`config.mk`:
```
export PLATFORM = sky130hd
export DESIGN_NAME = lcd1602_schedmod
export DESIGN_NICKNAME = d
export VERILOG_FILES = /design/src/rtl/lcd1602_pkg.sv /design/src/rtl/lcd1602_rrarb.sv /design/src/rtl/lcd1602_schedmod.sv
export SDC_FILE = /design/constraint.sdc
export NUM_CORES = 1
export LEC_CHECK = 0
export ABC_AREA = 1
export BUFFER_PORTS_ARGS = -buffer_cell sky130_fd_sc_hd__buf_4
export CAP_MARGIN = 40
export CORE_AREA = 10 10 291 293
export CTS_CLUSTER_SIZE = 14
export DETAILED_ROUTE_END_ITERATION = 8
export DIE_AREA = 0 0 301 303
export PLACE_DENSITY = 0.46
export SETUP_SLACK_MARGIN = 0.1
export SLEW_MARGIN = 20
export SYNTH_ARGS = -nofsm -noshare
export SYNTH_HDL_FRONTEND = slang
export SYNTH_SLANG_ARGS = --single-unit
```
`constraint.sdc`:
```
create_clock -name CLOCK -period 2.03 [get_ports CLOCK]
set_input_delay 0.1015 -clock CLOCK [delete_from_list [all_inputs] [get_ports CLOCK]]
set_output_delay 0.1015 -clock CLOCK [all_outputs]
set_load 0.01 [all_outputs]
```
`src/rtl/lcd1602_pkg.sv`:
```
`default_nettype none
// +----------------------------------------------------------------------+
// | lcd1602_pkg                                                          |
// | Shared types and constants for the LCD1602 frame scheduler.          |
// | Revision: 1.0                                                        |
// +----------------------------------------------------------------------+
package lcd1602_pkg;

    localparam int LINE_W = 128;
    localparam logic [LINE_W-1:0] BLANK_LINE = {16{8'h20}};

    typedef enum logic [2:0] {
        S_START     = 3'd0,
        S_WAIT_INIT = 3'd1,
        S_IDLE      = 3'd2,
        S_SHOW      = 3'd3,
        S_DWELL     = 3'd4
    } state_t;

endpackage
`default_nettype wire

```
`src/rtl/lcd1602_rrarb.sv`:
```
`default_nettype none
// +----------------------------------------------------------------------+
// | lcd1602_rrarb                                                        |
// | Two-way round-robin arbiter; grant outputs are combinational.        |
// | Revision: 1.0                                                        |
// +----------------------------------------------------------------------+
module lcd1602_rrarb (
    input  logic       CLOCK,
    input  logic       RST_n,
    input  logic [1:0] iReq,
    input  logic       iAdv,
    output logic [1:0] oGnt,
    output logic       oIdx
);

    logic r_last;

    always_comb begin
        oIdx = 1'b0;
        case (iReq)
            2'b01:   oIdx = 1'b0;
            2'b10:   oIdx = 1'b1;
            2'b11:   oIdx = ~r_last;
            default: oIdx = 1'b0;
        endcase
        oGnt = (iReq == 2'b00) ? 2'b00 : (oIdx ? 2'b10 : 2'b01);
    end

    // Pointer starts as "B granted last" so the first tie goes to A.
    always_ff @(posedge CLOCK or negedge RST_n) begin
        if (!RST_n) begin
            r_last <= 1'b1;
        end else if (iAdv) begin
            r_last <= oIdx;
        end
    end

endmodule
`default_nettype wire

```
`src/rtl/lcd1602_schedmod.sv`:
```
`default_nettype none
// +----------------------------------------------------------------------+
// | lcd1602_schedmod                                                     |
// | Frame scheduler sharing one LCD1602 function module between two      |
// | requesters; content swaps only at frame boundaries.                  |
// | Revision: 1.0                                                        |
// +----------------------------------------------------------------------+
module lcd1602_schedmod
    import lcd1602_pkg::*;
#(
    parameter int DWELL = 25_000_000
) (
    input  logic              CLOCK,
    input  logic              RST_n,
    input  logic [1:0]        iReq,
    input  logic [LINE_W-1:0] iLine1_A,
    input  logic [LINE_W-1:0] iLine2_A,
    input  logic [LINE_W-1:0] iLine1_B,
    input  logic [LINE_W-1:0] iLine2_B,
    output logic [1:0]        oAck,
    output logic              oCall,
    input  logic              iDone,
    output logic [LINE_W-1:0] oLine1,
    output logic [LINE_W-1:0] oLine2,
    output logic              oOwner,
    output logic              oInitDone
);

    localparam int CNT_W = $clog2(DWELL + 1);
    localparam logic [CNT_W-1:0] c_cnt_last = CNT_W'(DWELL - 1);
    localparam logic [CNT_W-1:0] c_cnt_max  = '1;

    state_t            r_state, w_state_nxt;
    logic [CNT_W-1:0]  r_cnt, w_cnt_nxt;
    logic              r_call, w_call;
    logic [1:0]        r_ack, w_ack;
    logic              r_owner, w_owner;
    logic              r_init, w_init;
    logic [LINE_W-1:0] r_line1, w_line1;
    logic [LINE_W-1:0] r_line2, w_line2;
    logic              w_adv;
    logic [1:0]        w_gnt;
    logic              w_idx;

    lcd1602_rrarb u_arb (
        .CLOCK (CLOCK),
        .RST_n (RST_n),
        .iReq  (iReq),
        .iAdv  (w_adv),
        .oGnt  (w_gnt),
        .oIdx  (w_idx)
    );

    always_ff @(posedge CLOCK or negedge RST_n) begin
        if (!RST_n) begin
            r_state <= S_START;
            r_cnt   <= '0;
            r_call  <= 1'b0;
            r_ack   <= 2'b00;
            r_owner <= 1'b0;
            r_init  <= 1'b0;
            r_line1 <= BLANK_LINE;
            r_line2 <= BLANK_LINE;
        end else begin
            r_state <= w_state_nxt;
            r_cnt   <= w_cnt_nxt;
            r_call  <= w_call;
            r_ack   <= w_ack;
            r_owner <= w_owner;
            r_init  <= w_init;
            r_line1 <= w_line1;
            r_line2 <= w_line2;
        end
    end

    always_comb begin
        w_state_nxt = r_state;
        w_cnt_nxt   = r_cnt;
        w_call      = r_call;
        w_ack       = 2'b00;
        w_owner     = r_owner;
        w_init      = r_init;
        w_line1     = r_line1;
        w_line2     = r_line2;
        w_adv       = 1'b0;
        case (r_state)
            S_START: begin
                w_call      = 1'b1;
                w_state_nxt = S_WAIT_INIT;
            end
            S_WAIT_INIT: begin
                if (iDone) begin
                    w_init      = 1'b1;
                    w_state_nxt = S_IDLE;
                end
            end
            S_IDLE: begin
                // Loading on the iDone cycle keeps each row whole on the glass.
                if (iDone && (iReq != 2'b00)) begin
                    w_adv       = 1'b1;
                    w_owner     = w_idx;
                    w_line1     = (w_gnt == 2'b10) ? iLine1_B : iLine1_A;
                    w_line2     = (w_gnt == 2'b10) ? iLine2_B : iLine2_A;
                    w_state_nxt = S_SHOW;
                end
            end
            S_SHOW: begin
                if (iDone) begin
                    w_ack       = r_owner ? 2'b10 : 2'b01;
                    w_cnt_nxt   = '0;
                    w_state_nxt = S_DWELL;
                end
            end
            S_DWELL: begin
                // Expiry wins over a coincident iDone; arbitration waits a frame.
                if (r_cnt >= c_cnt_last) begin
                    w_state_nxt = S_IDLE;
                end
                if (r_cnt != c_cnt_max) begin
                    w_cnt_nxt = r_cnt + 1'b1;
                end
            end
            default: begin
                w_state_nxt = S_START;
            end
        endcase
    end

    assign oCall     = r_call;
    assign oAck      = r_ack;
    assign oOwner    = r_owner;
    assign oInitDone = r_init;
    assign oLine1    = r_line1;
    assign oLine2    = r_line2;

endmodule
`default_nettype wire

```
==> run summary <==
In this run the most used layer during global routing was met2. The total of flip-flops plus latches after synthesis came out at 290. The total I/O pin count came out at 778. The largest net degree at the start of global routing came out at 64.

The worst setup path is launched from a flip-flop. Of the post-synthesis cell area, the dominant cell type holds 0.4719. Timing would allow up to 551.3 MHz. The total power is 0.03235 W. The total negative setup slack came out at 0 ns. On the worst path, the slowest cell contributes a delay of 0.40 ns. Dividing the detail-routed via count by the number of cells gives 4.200.

The detailed-router iteration count before antenna repair is 7. The post-layout net count is 3514. The initial core utilization is 0.1734.

The most critical setup path has its startpoint at r_cnt[1]. The first routing iteration left 860 violations. The clock tree buffer depth is 3.

The TritonCTS clock tree is done. The number of core rows is 103. The biggest area contributor in the post-synthesis netlist is dfrtp_1.

In this run the worst path has a maximum fanout of 12. CTS placed an instance of clkbuf_16 at the clock tree root. The utilization after layout came out at 0.3512. The number of cells on the worst reg-to-reg path is 11.

The cell count along the critical path came out at 11. The largest individual stage delay along the critical path comes from the cell dfrtp_1. The met3 track demand over resource came out at 0.03713. The final max-slew violation count is 0. Summed over all nets, the half-perimeter wirelength after detailed placement is 58.36 mm. For this run, the number of Yosys warnings is 0. In this design, the largest share of critical-path delay is due to simple AND/OR/NAND/NOR gates. The overall overflow remaining after global route came out at 0. The max capacitance violation total came out at 0.

Setup repair after global routing left no endpoint under its margin. The fraction of met1 tracks used by global routing is 0.1898. The synthesized instance count came out at 1701. The number of different library cells in the post-synthesis netlist came out at 34. The H-tree generated during clock tree synthesis spans 2 levels. The worst path buffer plus inverter count came out at 1.

The count of input and output buffers is 777. The setup check on the worst reg-to-reg path leaves a slack of 0.22 ns. In the layout the commonest cells are buf_4 (830), nand2_1 (601), dlygate4sd3_1 (514), nor2_1 (298), dfrtp_1 (257). The clock net in this run drives a total of 290 sinks.

The worst clock skew came out at 0.01348 ns. The worst setup path is captured at a flip-flop. For this design the ratio of total power to cell area is 1172 mW/mm². The most common cell after layout, fill and taps aside is buf_4. The post-synthesis average cell area is 8.012 µm².

The data required time of the worst path is 2.49 ns. The layout overhead on the synthesized area came out at 102.6%. The proportion of synthesized chip area in sequential cells came out at 0.5355.

For this run, global-route usage on met2 was measured as 0.2814. The number of remaining DRC errors is 0. Among the stages of the critical path, the cell type that occurs most often is nand2_1. The global placement routability congestion is 0.8740. The worst supply voltage drop on vdd came out at 0.5687 mV. The wire length of the first global-routing pass came out at 114.1 mm. The number of clock buffers inserted by TritonCTS came out at 40. Summed over all cells, the static leakage comes to 12.72 nW. The number of failing hold endpoints at the final stage is 0. The die area is 0.09120 mm².

The total number of vias is 17120. The layout has 8053 filler cells. The core region is 0.07861 mm².

The worst register-to-register path ends at r_cnt[2]. For this run, the total global-route usage over all layers was measured as 0.1605. The final-report setup violation count is 0. The number of nets in the synthesized netlist is 2219. The die height came out at 303 µm. The startpoint identified for the worst register-to-register timing path is r_cnt[1].

For the worst setup path, the data arrival time is 2.28 ns. By area the synthesized netlist is led by dfrtp_1 (47%), nand2_1 (17%), a31oi_1 (12%). The netlist area before placement is 0.01363 mm².

The floorplan die width came out at 301 µm. The initial antenna violation count came out at 1. The transition time of the tightest slew-check pin is 0.5822 ns. Dividing the detail-routed wire length by the instance count gives 19.03 µm. Clock latency on the worst-skew pair, taken at its later pin, is 0.55 ns. The critical path ends at r_cnt[2].

The run finished with clean final reports. Traced cell by cell, the critical path runs through ha_4 > nand3_2 > nor3_4 > nand2_2 > nor2_2 > nand2_1 > nand2_4 > nand2_8 > clkinv_8 > nand2_1 > o21ai_0. The number of global-route vias before repair is 18250. The register clock-pin slew on the reported worst setup and hold paths came out at 0.06 ns. The time the final worst path needs with I/O delays and setup came out at 1.814 ns. The relative max-transition margin is 0.6119. The number of nets still failing antenna checks after routing came out at 0. The fraction of the cycle the final worst path needs came out at 0.8935.

The critical path start-end classification is reg -> reg. The fraction of final layout cells with drive strength greater than 1 is 0.3235. The total wirelength of the detailed-routed design is 77.58 mm. The path class of the tightest hold or removal check is in -> reg.
flip-flops by register name, summed over array words and instances, names as in the netlist:
signal and count:
oLine1 128, oLine2 128, r_state 3, r_cnt 25, oOwner 1, oInitDone 1
u_arb.r_last 1, oCall 1, oAck 2
repair_timing:
item,in CTS,in global routing
hold buffers,514,0
hold endpoints to repair,485,0
resized for setup,1,8
setup buffers,0,0
cloned,0,2
pin swaps,0,1
endpoints found under the setup margin,18,24
power breakdown:
part	leakage (nW)	internal, W	switching, W
Clock	0.607	0.00409	0.00280
Combinational	8.80	0.00701	0.00770
Sequential	3.31	0.00883	0.00193
through the flow:
stage / worst slack (ns) / instances / area, µm² / hold slack [ns]
after global routing: 0.1086 / 4077 / 27610 / 0.1234
after CTS: 0.1193 / 4074 / 27550 / 0.03807
after detailed placement: 0.06790 / 3488 / 21150 / 0.1176
after floorplan: 0.2831 / 1701 / 13630 / -0.1941
final: 0.2161 / 4077 / 27610 / 0.07780
after global placement: 0.1178 / 3488 / 21150 / 0.1145
kinds of logic after synthesis:
group / count (synthesis) / share of synthesized area
AOI/OAI and AO/OA: 286 / 0.1330
xor gates and xnor gates: 14 / 0.008998
adders and majority gates: 1 / 0.0009180
buffers and inverters: 153 / 0.04894
DFF: 290 / 0.5355
and+or+nand+nor: 957 / 0.2726
tightest hold or removal path, delay by kind of cell:
family | cells | cell delay [ns]
buffers and inverters | 2 | 0.23
and+or+nand+nor | 1 | 0.05
AOI/OAI and AO/OA | 2 | 0.22
synthesized netlist by cell type, drive strengths merged:
master	n
a21o	3
nand2	608
xor2	11
dfstp	33
nand4	8
o211ai	1
a31oi	256
dfrtp	257
clkinv	2
clkbuf	64
o21ai	19
o22ai	2
xnor2	3
a21oi	4
inv	33
or2	1
nor3	7
nor3b	1
nand3	29
a31o	1
nor2	303
ha	1
buf	54
worst min-delay path by stage:
stage	start	end	slack, ns	depth (start not counted)
2_1_floorplan	RST_n	oAck[0]	-0.19	0
3_3_place_gp	RST_n	oLine1[76]	0.11	1
3_5_place_dp	RST_n	oLine1[75]	0.12	1
4_1_cts	iReq[0]	u_arb.r_last	0.04	5
5_1_grt	iReq[1]	oLine2[53]	0.12	5
6_report	iReq[0]	u_arb.r_last	0.08	5
layer usage:
metal  share of wire  vias up
li1                -     8224
met1            0.40     8101
met2            0.50      663
met3           0.065      136
met4           0.033        0
met5               0        -
area by class of cell:
| cell class | instances | area [µm²] | area share |
|---|---|---|---|
| multi-input combinational | 1259 | 5715 | 0.2070 |
| tap | 1050 | 1314 | 0.04758 |
| sequential | 290 | 7298 | 0.2643 |
| timing repair buffer | 1369 | 11870 | 0.4299 |
| clock inverter | 11 | 111.4 | 0.004033 |
| inverter | 35 | 151.4 | 0.005483 |
| antenna | 1 | 2.502 | 0.00009063 |
| clock buffer | 61 | 1131 | 0.04096 |
| timing repair inverter | 1 | 16.27 | 0.0005891 |
(Power assumes the default switching activity.)
